[config.mk]
export PLATFORM = sky130hd
export DESIGN_NAME = pulse_scheduler_flat
export DESIGN_NICKNAME = d
export VERILOG_FILES = /design/src/rtl/pulse_scheduler_if.sv /design/src/rtl/pulse_scheduler.sv /design/src/flat_wrapper.sv
export SDC_FILE = /design/constraint.sdc
export NUM_CORES = 1
export LEC_CHECK = 0
export BUFFER_PORTS_ARGS = -buffer_cell sky130_fd_sc_hd__buf_2
export CAP_MARGIN = 20
export CORE_MARGIN = 2
export CORE_UTILIZATION = 25
export CTS_BUF_LIST = sky130_fd_sc_hd__clkbuf_8
export CTS_CLUSTER_SIZE = 30
export DETAILED_ROUTE_END_ITERATION = 6
export PLACE_DENSITY = 0.51
export SLEW_MARGIN = 20
export SYNTH_ARGS = -nofsm -noshare
export SYNTH_HDL_FRONTEND = slang
export SYNTH_SLANG_ARGS = --single-unit
[constraint.sdc]
create_clock -name clock -period 2.81 [get_ports clock]
set_clock_uncertainty 0.15 [all_clocks]
set_input_delay 0.7025 -clock clock [delete_from_list [all_inputs] [get_ports clock]]
set_output_delay 0.7025 -clock clock [all_outputs]
set_load 0.05 [all_outputs]
[src/rtl/pulse_scheduler_if.sv]
`default_nettype none
// +--------------------------------------------------------------------------+
// | Module   : pulse_scheduler_if                                            |
// | Purpose  : Request/config bundle and shared pulse outputs between the    |
// |            requesters (master side) and pulse_scheduler (slave side).    |
// | Revision : 1.0  initial release                                          |
// +--------------------------------------------------------------------------+
interface pulse_scheduler_if #(
  parameter int NREQ  = 4,
  parameter int DIV_W = 4,
  parameter int CNT_W = 4
);
  // Requester side: level requests plus packed per-requester configuration.
  logic [NREQ-1:0]       req;
  logic [NREQ*DIV_W-1:0] div_cfg;
  logic [NREQ*CNT_W-1:0] cnt_cfg;

  // Scheduler side: ownership, shared waveform and completion strobes.
  logic [NREQ-1:0]       grant;
  logic                  pulse_out;
  logic                  busy;
  logic [NREQ-1:0]       done;

  modport master (
    output req, div_cfg, cnt_cfg,
    input  grant, pulse_out, busy, done
  );

  modport slave (
    input  req, div_cfg, cnt_cfg,
    output grant, pulse_out, busy, done
  );
endinterface
`default_nettype wire

[src/rtl/pulse_scheduler.sv]
`default_nettype none
// +--------------------------------------------------------------------------+
// | Module   : pulse_scheduler                                               |
// | Purpose  : Shares one divide-by-D pulse generator among NREQ requesters. |
// |            A granted requester gets exactly cnt full periods of 2*D      |
// |            cycles on pulse_out, then a one-cycle done strobe.            |
// | Option   : PULSE_SCHED_FIXPRIO_EN - fixed priority (lowest index wins)   |
// |            instead of the default round-robin arbitration.               |
// | Revision : 1.0  initial release                                          |
// +--------------------------------------------------------------------------+
module pulse_scheduler #(
  parameter int NREQ  = 4,
  parameter int DIV_W = 4,
  parameter int CNT_W = 4
) (
  input  wire logic        clock,
  input  wire logic        reset_n,
  pulse_scheduler_if.slave bus
);

  // Requester index width; at least one bit even for tiny NREQ.
  localparam int IDX_W = (NREQ > 1) ? $clog2(NREQ) : 1;

  typedef enum logic [1:0] {
    S_IDLE = 2'd0,
    S_RUN  = 2'd1,
    S_DONE = 2'd2
  } state_t;

  // ---------------------------------------------------------------------
  // State and datapath registers with their next-state values
  // ---------------------------------------------------------------------
  state_t            r_state,   w_state_nxt;
  logic [NREQ-1:0]   r_grant,   w_grant_nxt;
  logic [NREQ-1:0]   r_done,    w_done_nxt;
  logic              r_pulse,   w_pulse_nxt;
  logic [DIV_W-1:0]  r_div_cnt, w_div_cnt_nxt;
  logic [CNT_W:0]    r_tog_cnt, w_tog_cnt_nxt;
  logic [DIV_W-1:0]  r_div,     w_div_nxt;
  logic [CNT_W-1:0]  r_cnt,     w_cnt_nxt;
  logic [IDX_W-1:0]  r_owner,   w_owner_nxt;
`ifdef PULSE_SCHED_FIXPRIO_EN
  // Fixed priority needs no rotating pointer.
`else
  logic [IDX_W-1:0]  r_rr,      w_rr_nxt;
`endif

  // ---------------------------------------------------------------------
  // Arbitration and run-time helper signals
  // ---------------------------------------------------------------------
  logic              w_found;
  logic [IDX_W-1:0]  w_sel;
  logic [NREQ-1:0]   w_sel_oh;
  logic [DIV_W-1:0]  w_sel_div;
  logic [CNT_W-1:0]  w_sel_cnt;
  logic [DIV_W-1:0]  w_div_last;
  logic [CNT_W:0]    w_tog_inc;
  logic [CNT_W:0]    w_tog_target;
  logic              w_owner_req;

`ifdef PULSE_SCHED_FIXPRIO_EN
`else
  // (base + off) mod NREQ, valid for non-power-of-two NREQ as well.
  function automatic logic [IDX_W-1:0] wrap_idx(input int unsigned base,
                                                input int unsigned off);
    int unsigned s;
    s = base + off;
    if (s >= NREQ) begin
      s = s - NREQ;
    end
    return IDX_W'(s);
  endfunction
`endif

  // Pick the winning requester among the currently raised requests.
  always_comb begin
    w_found = 1'b0;
    w_sel   = '0;
    for (int k = 0; k < NREQ; k++) begin
`ifdef PULSE_SCHED_FIXPRIO_EN
      if (!w_found && bus.req[k]) begin
        w_found = 1'b1;
        w_sel   = IDX_W'(k);
      end
`else
      if (!w_found && bus.req[wrap_idx(r_rr, k)]) begin
        w_found = 1'b1;
        w_sel   = wrap_idx(r_rr, k);
      end
`endif
    end
  end

  // Winner one-hot and its configuration fields, sampled only on grant.
  assign w_sel_oh  = NREQ'(1) << w_sel;
  assign w_sel_div = bus.div_cfg[int'(w_sel)*DIV_W +: DIV_W];
  assign w_sel_cnt = bus.cnt_cfg[int'(w_sel)*CNT_W +: CNT_W];

  // A latched divisor of zero behaves as one, so the last count is 0.
  assign w_div_last   = (r_div == '0) ? '0 : (r_div - DIV_W'(1));
  assign w_tog_inc    = r_tog_cnt + (CNT_W+1)'(1);
  // Two toggles per full period; extra bit keeps 2*cnt from overflowing.
  assign w_tog_target = {r_cnt, 1'b0};
  assign w_owner_req  = bus.req[r_owner];

  // Next-state, ownership and pulse generation decisions.
  always_comb begin
    w_state_nxt   = r_state;
    w_grant_nxt   = r_grant;
    w_done_nxt    = '0;
    w_pulse_nxt   = r_pulse;
    w_div_cnt_nxt = r_div_cnt;
    w_tog_cnt_nxt = r_tog_cnt;
    w_div_nxt     = r_div;
    w_cnt_nxt     = r_cnt;
    w_owner_nxt   = r_owner;
`ifdef PULSE_SCHED_FIXPRIO_EN
`else
    w_rr_nxt      = r_rr;
`endif

    case (r_state)
      S_IDLE: begin
        if (w_found) begin
          w_owner_nxt   = w_sel;
          w_div_nxt     = w_sel_div;
          w_cnt_nxt     = w_sel_cnt;
          w_grant_nxt   = w_sel_oh;
          w_div_cnt_nxt = '0;
          w_tog_cnt_nxt = '0;
          w_pulse_nxt   = 1'b0;
          if (w_sel_cnt == '0) begin
            // Zero periods requested: grant and complete in one cycle.
            w_state_nxt = S_DONE;
            w_done_nxt  = w_sel_oh;
          end else begin
            w_state_nxt = S_RUN;
          end
        end
      end

      S_RUN: begin
        if (!w_owner_req) begin
          // Owner gave up: truncate the waveform, no completion strobe,
          // and pass priority on exactly as a completed run would.
          w_state_nxt   = S_IDLE;
          w_grant_nxt   = '0;
          w_pulse_nxt   = 1'b0;
          w_div_cnt_nxt = '0;
          w_tog_cnt_nxt = '0;
`ifdef PULSE_SCHED_FIXPRIO_EN
`else
          w_rr_nxt      = wrap_idx(r_owner, 1);
`endif
        end else if (r_div_cnt == w_div_last) begin
          w_div_cnt_nxt = '0;
          w_pulse_nxt   = ~r_pulse;
          w_tog_cnt_nxt = w_tog_inc;
          if (w_tog_inc == w_tog_target) begin
            // Even number of toggles, so the waveform ends low here.
            w_state_nxt = S_DONE;
            w_done_nxt  = r_grant;
            w_pulse_nxt = 1'b0;
          end
        end else begin
          w_div_cnt_nxt = r_div_cnt + DIV_W'(1);
        end
      end

      S_DONE: begin
        w_state_nxt   = S_IDLE;
        w_grant_nxt   = '0;
        w_div_cnt_nxt = '0;
        w_tog_cnt_nxt = '0;
`ifdef PULSE_SCHED_FIXPRIO_EN
`else
        w_rr_nxt      = wrap_idx(r_owner, 1);
`endif
      end

      default: begin
        w_state_nxt   = S_IDLE;
        w_grant_nxt   = '0;
        w_pulse_nxt   = 1'b0;
        w_div_cnt_nxt = '0;
        w_tog_cnt_nxt = '0;
      end
    endcase
  end

  // State register; reset takes effect immediately, truncating any pulse.
  always_ff @(posedge clock or negedge reset_n) begin
    if (!reset_n) begin
      r_state   <= S_IDLE;
      r_grant   <= '0;
      r_done    <= '0;
      r_pulse   <= 1'b0;
      r_div_cnt <= '0;
      r_tog_cnt <= '0;
      r_div     <= '0;
      r_cnt     <= '0;
      r_owner   <= '0;
`ifdef PULSE_SCHED_FIXPRIO_EN
`else
      r_rr      <= '0;
`endif
    end else begin
      r_state   <= w_state_nxt;
      r_grant   <= w_grant_nxt;
      r_done    <= w_done_nxt;
      r_pulse   <= w_pulse_nxt;
      r_div_cnt <= w_div_cnt_nxt;
      r_tog_cnt <= w_tog_cnt_nxt;
      r_div     <= w_div_nxt;
      r_cnt     <= w_cnt_nxt;
      r_owner   <= w_owner_nxt;
`ifdef PULSE_SCHED_FIXPRIO_EN
`else
      r_rr      <= w_rr_nxt;
`endif
    end
  end

  // All outputs come straight from registers.
  assign bus.grant     = r_grant;
  assign bus.done      = r_done;
  assign bus.pulse_out = r_pulse;
  assign bus.busy      = (r_state == S_RUN) || (r_state == S_DONE);

endmodule
`default_nettype wire

[src/flat_wrapper.sv]
// flat-port wrapper written by rule: the top's interface ports become plain ports
module pulse_scheduler_flat 
#(
  parameter int NREQ  = 4,
  parameter int DIV_W = 4,
  parameter int CNT_W = 4
)
  (clock, reset_n, bus_req, bus_div_cfg, bus_cnt_cfg, bus_grant, bus_pulse_out, bus_busy, bus_done);
  pulse_scheduler_if #(.NREQ(NREQ), .DIV_W(DIV_W), .CNT_W(CNT_W)) bus_i ();
  input  wire logic clock;
  input  wire logic reset_n;
  input wire logic [$bits(bus_i.req)-1:0] bus_req;
  input wire logic [$bits(bus_i.div_cfg)-1:0] bus_div_cfg;
  input wire logic [$bits(bus_i.cnt_cfg)-1:0] bus_cnt_cfg;
  output wire logic [$bits(bus_i.grant)-1:0] bus_grant;
  output wire logic [$bits(bus_i.pulse_out)-1:0] bus_pulse_out;
  output wire logic [$bits(bus_i.busy)-1:0] bus_busy;
  output wire logic [$bits(bus_i.done)-1:0] bus_done;
  assign bus_i.req = bus_req;
  assign bus_i.div_cfg = bus_div_cfg;
  assign bus_i.cnt_cfg = bus_cnt_cfg;
  assign bus_grant = bus_i.grant;
  assign bus_pulse_out = bus_i.pulse_out;
  assign bus_busy = bus_i.busy;
  assign bus_done = bus_i.done;
  pulse_scheduler #(.NREQ(NREQ), .DIV_W(DIV_W), .CNT_W(CNT_W)) u_core (.clock(clock), .reset_n(reset_n), .bus(bus_i));
endmodule
==> results.md, run 1 <==
- Placed Area: 2360 sq um
- Critical path type: primary input to register
- # nets final: about 300
- Synth Register Bits: 32
- Synthesized area: between 1500 and 2000 sq um
- Post-CTS Hold Buffers: 0
- Top_reg_cell synth: dfrtp_1
- PwrDens: a little under 1000 nW/um^2
- Multiplexer share of the synthesized area: 8.91%
- H-tree Lvls: 2
- Post-synth EDFFs: 0
- R2R Path End: u_core.bus.done[0]
- Fin crit share: between 80% and 90%
- Final WL: 4.51 mm
- Syn Area/Cell: approximately 9.4 sq um
- TritonCTS Buffers: 5
- CP arrival: about 2.3 ns
- HPWL after DPL: 3.54 mm
- RePlAce Congestion: 0.760
- Die width: 93.0 um
- Syn Nets: between 200 and 300
- Initial antenna violation count: 0
- Slew headroom: about half
- Sequential-to-total area share from yosys stat: between 40% and 50%
- Largest area contributor in the netlist: dfrtp_1
- Initial Util: ~26%
- Clock transition at path regs: approximately 0.070 ns
- Combinational fraction of design power: approximately half
- Die span in y: a little over 90 um
- Fill count: around 840
- Syn. warnings: 0
- Port-buffer cells: between 40 and 50
- First-pass GRT wire length: 7.56 mm
- Most frequent cells after synthesis: dfrtp_1, nand2_1, o21ai_0, nor2_1, mux2i_1
- Final Hold Vio Count: 0
- Worst setup SP type: primary input
- Initial drt markers: 90
- Clock Sinks: 32
- RSZ-0062 raised after global routing: false
- Largest net degree at the start of global routing: 33
- Flop pwr share: roughly 32%
- I/O pin count: 48
- Diode count: 0
- Switching power: between 1 and 1.5 mW
- Min-delay worst type: primary input to async pin
- Mapped Cells: 210
- Crit path required time: ~2.9 ns
- GRT Total Usage: between 10% and 20%
- Share of layout cells above drive strength 1: a little over a quarter
- Synth Area in Simple Gates: 16.0%
- Worst hold slack: 0.322 ns
- Sw frac: between 40 and 50%
- Xor-xnor portion of the synthesized cell area: 6.19%
- Setup bufs post-CTS: 0
- Worst-path maximum fanout: 8
- Final min period: 2.30 ns
- Leakage: around 1.2 nW
- Largest family of logic cells by synthesized area: compound AO/OA/AOI/OAI gates
- Avg WL per Cell: around 12 um
- Pre-Repair DR Iteration Count: 4
- Worst R2R Setup Slack: between 0.5 and 0.6 ns
- Final Cell Area: about 2500 sq um
- F_max: ~430 MHz
- Area Growth Syn to Fin: 24.6%
- TritonCTS clock tree: yes
- Clock Power Share: approximately 18%
- Final Setup Violations: 0
- Compound-Gate Fraction of Synth Area: 21.6%
- Peak VDD IR: between 300 and 400 uV
- Clk Latency, worst-skew pair: ~0.29 ns
- Final Util: about a third
- Depth of the most critical reg-to-reg path: 8
- Max Cap Viol: 0
- Detail Route Antenna Nets: 0
- Post-synthesis async set-or-reset flop share: 100%
- Adder-cell share of the synthesized area: 3.16%
- Synth top area share: between 40 and 50%
- Fin Setup TNS: 0 ns
- Worst-margin pin slew: roughly 0.72 ns
- Fin. max-slew vios: 0
- Cell variety after synth: 46
- Pint: 1.36 mW
- Row count: 32
- Root Driver: clkbuf_8
- Status: completed
- CTS max path bufs: 2
- Vias/cell: ~4.6
- Synth area leaders: dfrtp_1, mux2i_1, o21ai_0
- Vias in the first global route: 1672
- Most common cell in the synthesized netlist: dfrtp_1
- Post_cts resized: 0
- RR Startpoint: u_core.r_rr[1]
- Die area: around 8700 sq um
- Core area: 7690 sq um
- Crit. End Element: register
- # DRC: 0
- Grt total ovfl: 0
- Vias: 1707
[power groups by stage]
stage | combinational [mW] | clock (mW) | sequential, mW
after floorplan | 0.848 | 0 | 0.851
after global placement | 1.23 | 0 | 0.783
after detailed placement | 1.23 | 0 | 0.785
after CTS | 1.24 | 0.440 | 0.777
after global routing | 1.36 | 0.461 | 0.805
final | 1.21 | 0.426 | 0.778
[placed cells by master, fill, tap and decap left out, drive strengths merged, types with 5 or more instances in the layout]
cell type,n
buf,54
dfrtp,32
nand2,27
o21ai,25
nor2,13
mux2i,12
inv,9
a211oi,9
xor2,7
xnor2,7
nor2b,6
a21o,6
a21oi,6
mux2,5
ha,5
clkbuf,5
[per-stage QoR]
stage	setup slack, ns	cells	total power [mW]
finish	0.509	368	2.42
global route	0.348	368	2.62
CTS	0.490	368	2.45
detailed placement	0.218	360	2.02
global placement	0.256	360	2.01
floorplan	0.453	210	1.70
[area by class of cell]
| cell class | instances | area [sq um] | area share (%) |
|---|---|---|---|
| inverters | 8 | 30.0 | 1.22 |
| repair buffers | 54 | 288 | 11.7 |
| flip-flops and latches | 32 | 801 | 32.4 |
| well taps | 102 | 128 | 5.17 |
| clock inverters | 3 | 38.8 | 1.57 |
| multi-input cells | 164 | 1110 | 45.2 |
| clock buffers | 5 | 68.8 | 2.79 |
[worst max-delay path by stage]
stage | from | end
6_report | bus_req[0] | u_core.bus.done[0]
4_1_cts | bus_req[0] | u_core.bus.done[0]
3_5_place_dp | bus_req[0] | u_core.bus.done[0]
5_1_grt | bus_req[0] | u_core.bus.done[0]
2_1_floorplan | bus_req[0] | u_core.bus.done[0]
3_3_place_gp | bus_req[0] | u_core.bus.done[0]
[flip-flops by register name (all words and copies together) (netlist names)]
name                  cells
u_core.bus.done           4
u_core.bus.grant          4
u_core.bus.pulse_out      1
u_core.r_cnt              4
u_core.r_div              4
u_core.r_div_cnt          4
u_core.r_owner            2
u_core.r_rr               2
u_core.r_state            2
u_core.r_tog_cnt          5
[per-layer routing]
layer | track usage (%) | wire length [um]
met4 | 3.31 | 55
met5 | 0 | 0
met2 | 18.8 | 2210
met1 | 13.8 | 2130
met3 | 2.18 | 121
[cells by family after synthesis]
logic type | count (synthesis)
xor gates and xnor gates | 14
DFF | 32
buffers and inverters | 14
and+or+nand+nor | 64
muxes | 17
AOI/OAI and AO/OA | 64
adders and majority gates | 5
[critical path, cell delays in order]
cell,delay (ns)
buf_2,0.12
a21o_1,0.17
a21oi_1,0.14
o22a_1,0.17
buf_4,0.19
mux2i_1,0.19
mux2_2,0.20
nand4_4,0.15
o41ai_2,0.30
(Power assumes the default switching activity.)
==> run 2, diff against run 1 <==
Settings changed: ABC_AREA from default to 1.
Clock period 2.81 ns to 2.3 ns, I/O delays scaled along.
==> run 2 against run 1 <==
Against the previous run: via count is 35% higher; utilization increased by 5.9 points; cell count is 41% higher; non-clock buffer count increased by 32; synthesized cell count is 53% higher; clock power grew 25%; critical path depth is 8 higher; die area up 12%; largest power group unchanged; count of clock-buffer cells in the layout stayed put; critical path type is now register to register.
==> results.md, run 2 <==
- Synth Register Bits: 32
- Clock Sinks: 32
- Initial antenna violation count: 0
- Depth of the most critical reg-to-reg path: 17
- Setup WS post-layout: about 0.048 ns
- Final std cells w/o fill: just over 500
- Vias/cell: about 4.4
- Most frequent cells in the layout: nand2_1, buf_2, buf_4
- TritonCTS Buffers: 5
- Post-synth EDFFs: 0
- RR Startpoint: u_core.r_rr[0]
- Slew headroom: 51.6%
- I/O pin count: 48
- Clk Latency, worst-skew pair: just under 0.3 ns
- # nets final: roughly 450
- Syn Area/Cell: between 6 and 7 sq um
- TritonCTS clock tree: yes
- Worst R2R Setup Slack: a little under 0.05 ns
- Sequential-to-total area share from yosys stat: between 30 and 40%
- Synthesized area: approximately 2200 sq um
- Most common cell in the synthesized netlist: nand2_1
- R2R Path End: u_core.r_cnt[2]
- Vias in the first global route: about 2.2k
- Post-CTS Hold Buffers: 0
- Diode count: 0
- # DRC: 0
- Top_reg_cell synth: dfrtp_1
- HPWL after DPL: roughly 4.7 mm
- Total Power: around 5.7 mW
- Top reg by flops: u_core.r_tog_cnt
- Root Driver: clkbuf_8
- Die span in y: 98.5 um
- Mapped Cells: 322
- Die area: ~9700 sq um
- Worst-path maximum fanout: 8
- Critical path type: register to register
- Share of layout cells above drive strength 1: 41.6%
- Syn Nets: about 370
- Grt total ovfl: 0
- Vias: about 2.3k
- Synth top area share: between 30% and 40%
- Initial Util: approximately a quarter
- Final WL: 6.19 mm
- Fin. max-slew vios: 0
- Worst setup SP type: register
- Avg WL per Cell: between 10 and 15 um
- H-tree Lvls: 2
- Row count: 34
- Core area: 8680 sq um
- Post-synthesis async set-or-reset flop share: 100%
- Worst-margin pin slew: 0.727 ns
- Final Setup Violations: 0
- First-pass GRT wire length: slightly below 10 mm
- Largest area contributor in the netlist: dfrtp_1
- Commonest non-fill, non-tap cell in the layout: nand2_1
- Pre-CTS worst setup slack: -0.189 ns
- CP arrival: 2.27 ns
- Syn. warnings: 0
- Final Hold Vio Count: 0
- RePlAce Congestion: approximately 0.84
- Max Cap Viol: 0
- Pre-Repair DR Iteration Count: 4
- Cell variety after synth: 29
- Largest register FFs: 5
- CTS max path bufs: 2
- Fin crit share: 97.9%
- PwrDens: about 1700 nW/um^2
- Detail Route Antenna Nets: 0
- Peak VDD IR: 774 uV
- Initial drt markers: between 70 and 80
- Leakage: 1.71 nW
- Synth area leaders: dfrtp_1, nand2_1, nand3_1
- Port-buffer cells: 47
- Largest net degree at the start of global routing: 33
- Placed Cells: roughly 500
- Min-delay worst type: primary input to async pin
- Crit. End Element: register
- F_max: 444 MHz
- Crit path required time: between 2 and 2.5 ns
- Fin Setup TNS: 0 ns
- RSZ-0062 raised after global routing: true
- Most frequent cells after synthesis: nand2_1, dfrtp_1, inv_1, nand3_1
- Clock transition at path regs: ~0.070 ns
- Placed Area: between 2000 and 3000 sq um
- Die width: 98.5 um
- Final Cell Area: ~3300 sq um
- Status: completed
- GRT Total Usage: 12.3%
- Area Growth Syn to Fin: 47.5%
- Final min period: 2.25 ns
==> run 2: cell count changes in the layout (fill, tap and decap cells not counted), sizes merged, moves of 8 or more <==
cell / before / now
a211oi: 9 / 0
a21oi: 6 / 14
buf: 54 / 86
inv: 9 / 33
mux2i: 12 / 0
nand2: 27 / 135
nand3: 4 / 29
nor2: 13 / 22
==> run 2: power by group <==
| group | total (mW) | internal (mW) | switching [mW] |
|---|---|---|---|
| registers | 0.950 | 0.766 | 0.183 |
| logic | 4.17 | 1.70 | 2.47 |
| clock network | 0.531 | 0.317 | 0.214 |
| total | 5.65 | 2.78 | 2.87 |
==> run 2: through the flow <==
step                util, %  hold WS, ns
floorplan                 -        0.129
global placement       32.0        0.344
detailed placement     32.0        0.356
CTS                    33.5        0.228
global route           38.0        0.248
finish                 38.0        0.189
==> run 2: how the worst max path moves through the flow <==
stage	start	slack [ns]	end	cells past startpoint
6_report	u_core.r_rr[0]	0.05	u_core.r_cnt[2]	17
5_1_grt	u_core.r_rr[0]	-0.10	u_core.r_state[0]	17
4_1_cts	u_core.r_rr[0]	0.02	u_core.r_state[0]	17
3_5_place_dp	bus_req[3]	-0.19	u_core.r_state[0]	18
3_3_place_gp	bus_req[3]	-0.17	u_core.r_state[0]	18
2_1_floorplan	bus_req[2]	0.15	u_core.r_state[0]	17
==> run 2: repair_timing <==
item / in CTS / in global routing
pin swaps: 1 / 23
buffers inserted: 2 / 9
endpoints found under the hold margin: 0 / 0
setup endpoints to repair: 11 / 20
gates cloned: 0 / 1
gates resized for setup: 2 / 79
==> run 2: routing by layer <==
metal  wire length [um]  global-route usage [%]  up-vias
li1                   -                       -     1210
met1               2980                    16.8     1029
met2               2820                    19.3       55
met3                252                    2.27        9
met4                130                    4.85        0
met5                  0                       0        -
==> run 2: logic make-up (layout without fill, tap and decap cells) <==
group | Yosys count | in the layout | share of synthesized area [%]
buffers and inverters | 38 | 126 | 7.50
and+or+nand+nor | 198 | 199 | 41.2
AOI/OAI and AO/OA | 42 | 42 | 9.97
DFF | 32 | 32 | 35.8
adders and majority gates | 5 | 5 | 2.80
xor gates and xnor gates | 7 | 7 | 2.74
==> run 2: area by class of cell <==
class	instances	area [sq um]
inverters	32	128
clock inverters	3	38.8
repair buffers	86	572
clock buffers	5	68.8
multi-input cells	253	1550
well taps	108	135
fillers	931	5380
flip-flops and latches	32	803
==> run 2: worst max-delay path, cell delays in order (launching register included) <==
cell and delay, ns:
dfrtp_2 0.49, inv_8 0.14, nand2_2 0.05, nand2_1 0.10
nand2_2 0.08, nand2_4 0.09, nor2_4 0.05, nor2_4 0.11
nand2_4 0.10, buf_6 0.15, nand3_2 0.06, nand2_2 0.05
nand2_1 0.07, nand2_2 0.07, buf_4 0.13, buf_4 0.11
nand2_1 0.04, o21ai_0 0.07
==> run 3, diff against run 2 <==
Clock period 2.3 ns to 2.55 ns, I/O delays scaled along.
==> run 3 against run 2 <==
Against the previous run: utilization down 6.7 points; die area unchanged; register-to-register slack improved by 0.19 ns; worst setup slack gained 0.19 ns; global-route usage decreased by 0.32 points; largest power group unchanged; count of clock-buffer cells in the layout stayed put; non-clock buffer count down 29; combinational power down 35%.
==> results.md, run 3 (synthesized netlist as in run 2, its figures left out) <==
- GRT Total Usage: between 10% and 20%
- # nets final: between 400 and 500
- Final min period: approximately 2.3 ns
- Row count: 34
- TritonCTS clock tree: yes
- Worst-margin pin slew: 0.733 ns
- CP max stage cell: dfrtp_2
- Crit. End Element: register
- Detail Route Antenna Nets: 0
- Largest register FFs: 5
- Port-buffer cells: between 40 and 50
- H-tree Lvls: 2
- Root Driver: clkbuf_8
- # DRC: 0
- Total Power: around 3.9 mW
- HPWL after DPL: around 4.5 mm
- Initial Util: between 20% and 30%
- CP arrival: around 2.4 ns
- Placed Area: 2630 sq um
- Largest net degree at the start of global routing: 33
- Pre-Repair DR Iteration Count: 4
- Setup WS post-layout: ~0.23 ns
- Avg WL per Cell: around 11 um
- Die span in y: 98.5 um
- Initial drt markers: 92
- Setup bufs post-CTS: 0
- Critical path, cell by cell: inv_2 -> nand2_1 -> nand2_4 -> nand2_1 -> nand2_1 -> nor2_1 -> nor2_1 -> nand2_4 -> buf_4 -> nand3_1 -> nand2_1 -> nand2_1 -> nand2_1 -> nor2_4 -> nand2_1 -> nand2_1 -> nand2_1
- Clock transition at path regs: 0.07 ns
- Post-CTS Hold Buffers: 0
- CTS max path bufs: 2
- Share of layout cells above drive strength 1: roughly a quarter
- First-pass GRT wire length: roughly 9.5 mm
- F_max: approximately 430 MHz
- Area Growth Syn to Fin: 21.3%
- Most frequent cells in the layout: nand2_1, buf_2, dfrtp_1
- Vias/cell: ~4.4
- Fin crit share: 90.8%
- Final std cells w/o fill: 488
- I/O pin count: between 40 and 50
- Commonest non-fill, non-tap cell in the layout: nand2_1
- CP bufs+invs: 2
- Final Setup Violations: 0
- Status: completed
- Vias: 2169
- Slew headroom: around half
- Final WL: ~5.6 mm
- Leakage: between 1 and 1.5 nW
- Min-delay worst type: primary input to async pin
- Fin. max-slew vios: 0
- Cell family with most CP delay: simple AND/OR/NAND/NOR gates
- Max Cap Viol: 0
- Die width: between 90 and 100 um
- Placed Cells: ~480
- Initial antenna violation count: 0
- Pre-CTS worst setup slack: 0.0394 ns
- Peak VDD IR: about 620 uV
- Grt total ovfl: 0
- TritonCTS Buffers: 5
- Core area: ~8700 sq um
- Fin Setup TNS: 0 ns
- Final Hold Vio Count: 0
- Final Cell Area: about 2700 sq um
- Worst setup SP type: register
- Clock Sinks: 32
- Crit path top cell by count: nand2_1
- RSZ-0062 raised after global routing: false
- Worst hold slack: about 0.26 ns
- Worst-path maximum fanout: 8
- Critical path type: register to register
- Diode count: 0
- Die area: ~9700 sq um
- PwrDens: ~1400 nW/um^2
- Crit path required time: ~2.6 ns
- Top reg by flops: u_core.r_tog_cnt
- RePlAce Congestion: between 0.8 and 0.9
- Final Util: 31.2%
- Worst path max stage delay: 0.48 ns
- Clk Latency, worst-skew pair: around 0.28 ns
- Post_cts resized: 0
- Vias in the first global route: between 2k and 2.5k
==> run 3: final timing paths <==
path | depth (start not counted) | start | endpoint | slack (ns)
max | 17 | u_core.r_rr[0] | u_core.r_state[0] | 0.23
min | 1 | reset_n | u_core.r_tog_cnt[0] | 0.26
max reg2reg | 17 | u_core.r_rr[0] | u_core.r_state[0] | 0.23
min reg2reg | 2 | u_core.r_div[1] | u_core.r_div[1] | 0.36
max in group asynchronous | 1 | reset_n | u_core.r_rr[0] | 1.47
min in group clock | 2 | u_core.r_div[1] | u_core.r_div[1] | 0.36
==> run 3: layer usage <==
layer  vias up  track usage, %  part of all wire [%]
li1       1145               -                     -
met1       967            16.6                    50
met2        51            19.1                    45
met3         6            2.06                   3.7
met4         0            3.79                   1.5
met5         -               0                     0
==> run 3: where the power goes <==
group / internal, mW / switching (mW)
registers: 0.691 / 0.159
logic: 0.922 / 1.79
clock network: 0.181 / 0.179
total: 1.79 / 2.12
==> run 3: final cells by class <==
class | count | area [sq um]
clock inverters | 2 | 8.76
well taps | 108 | 135
fillers | 1017 | 5970
inverters | 32 | 120
repair buffers | 57 | 310
clock buffers | 5 | 68.8
flip-flops and latches | 32 | 802
multi-input cells | 252 | 1270
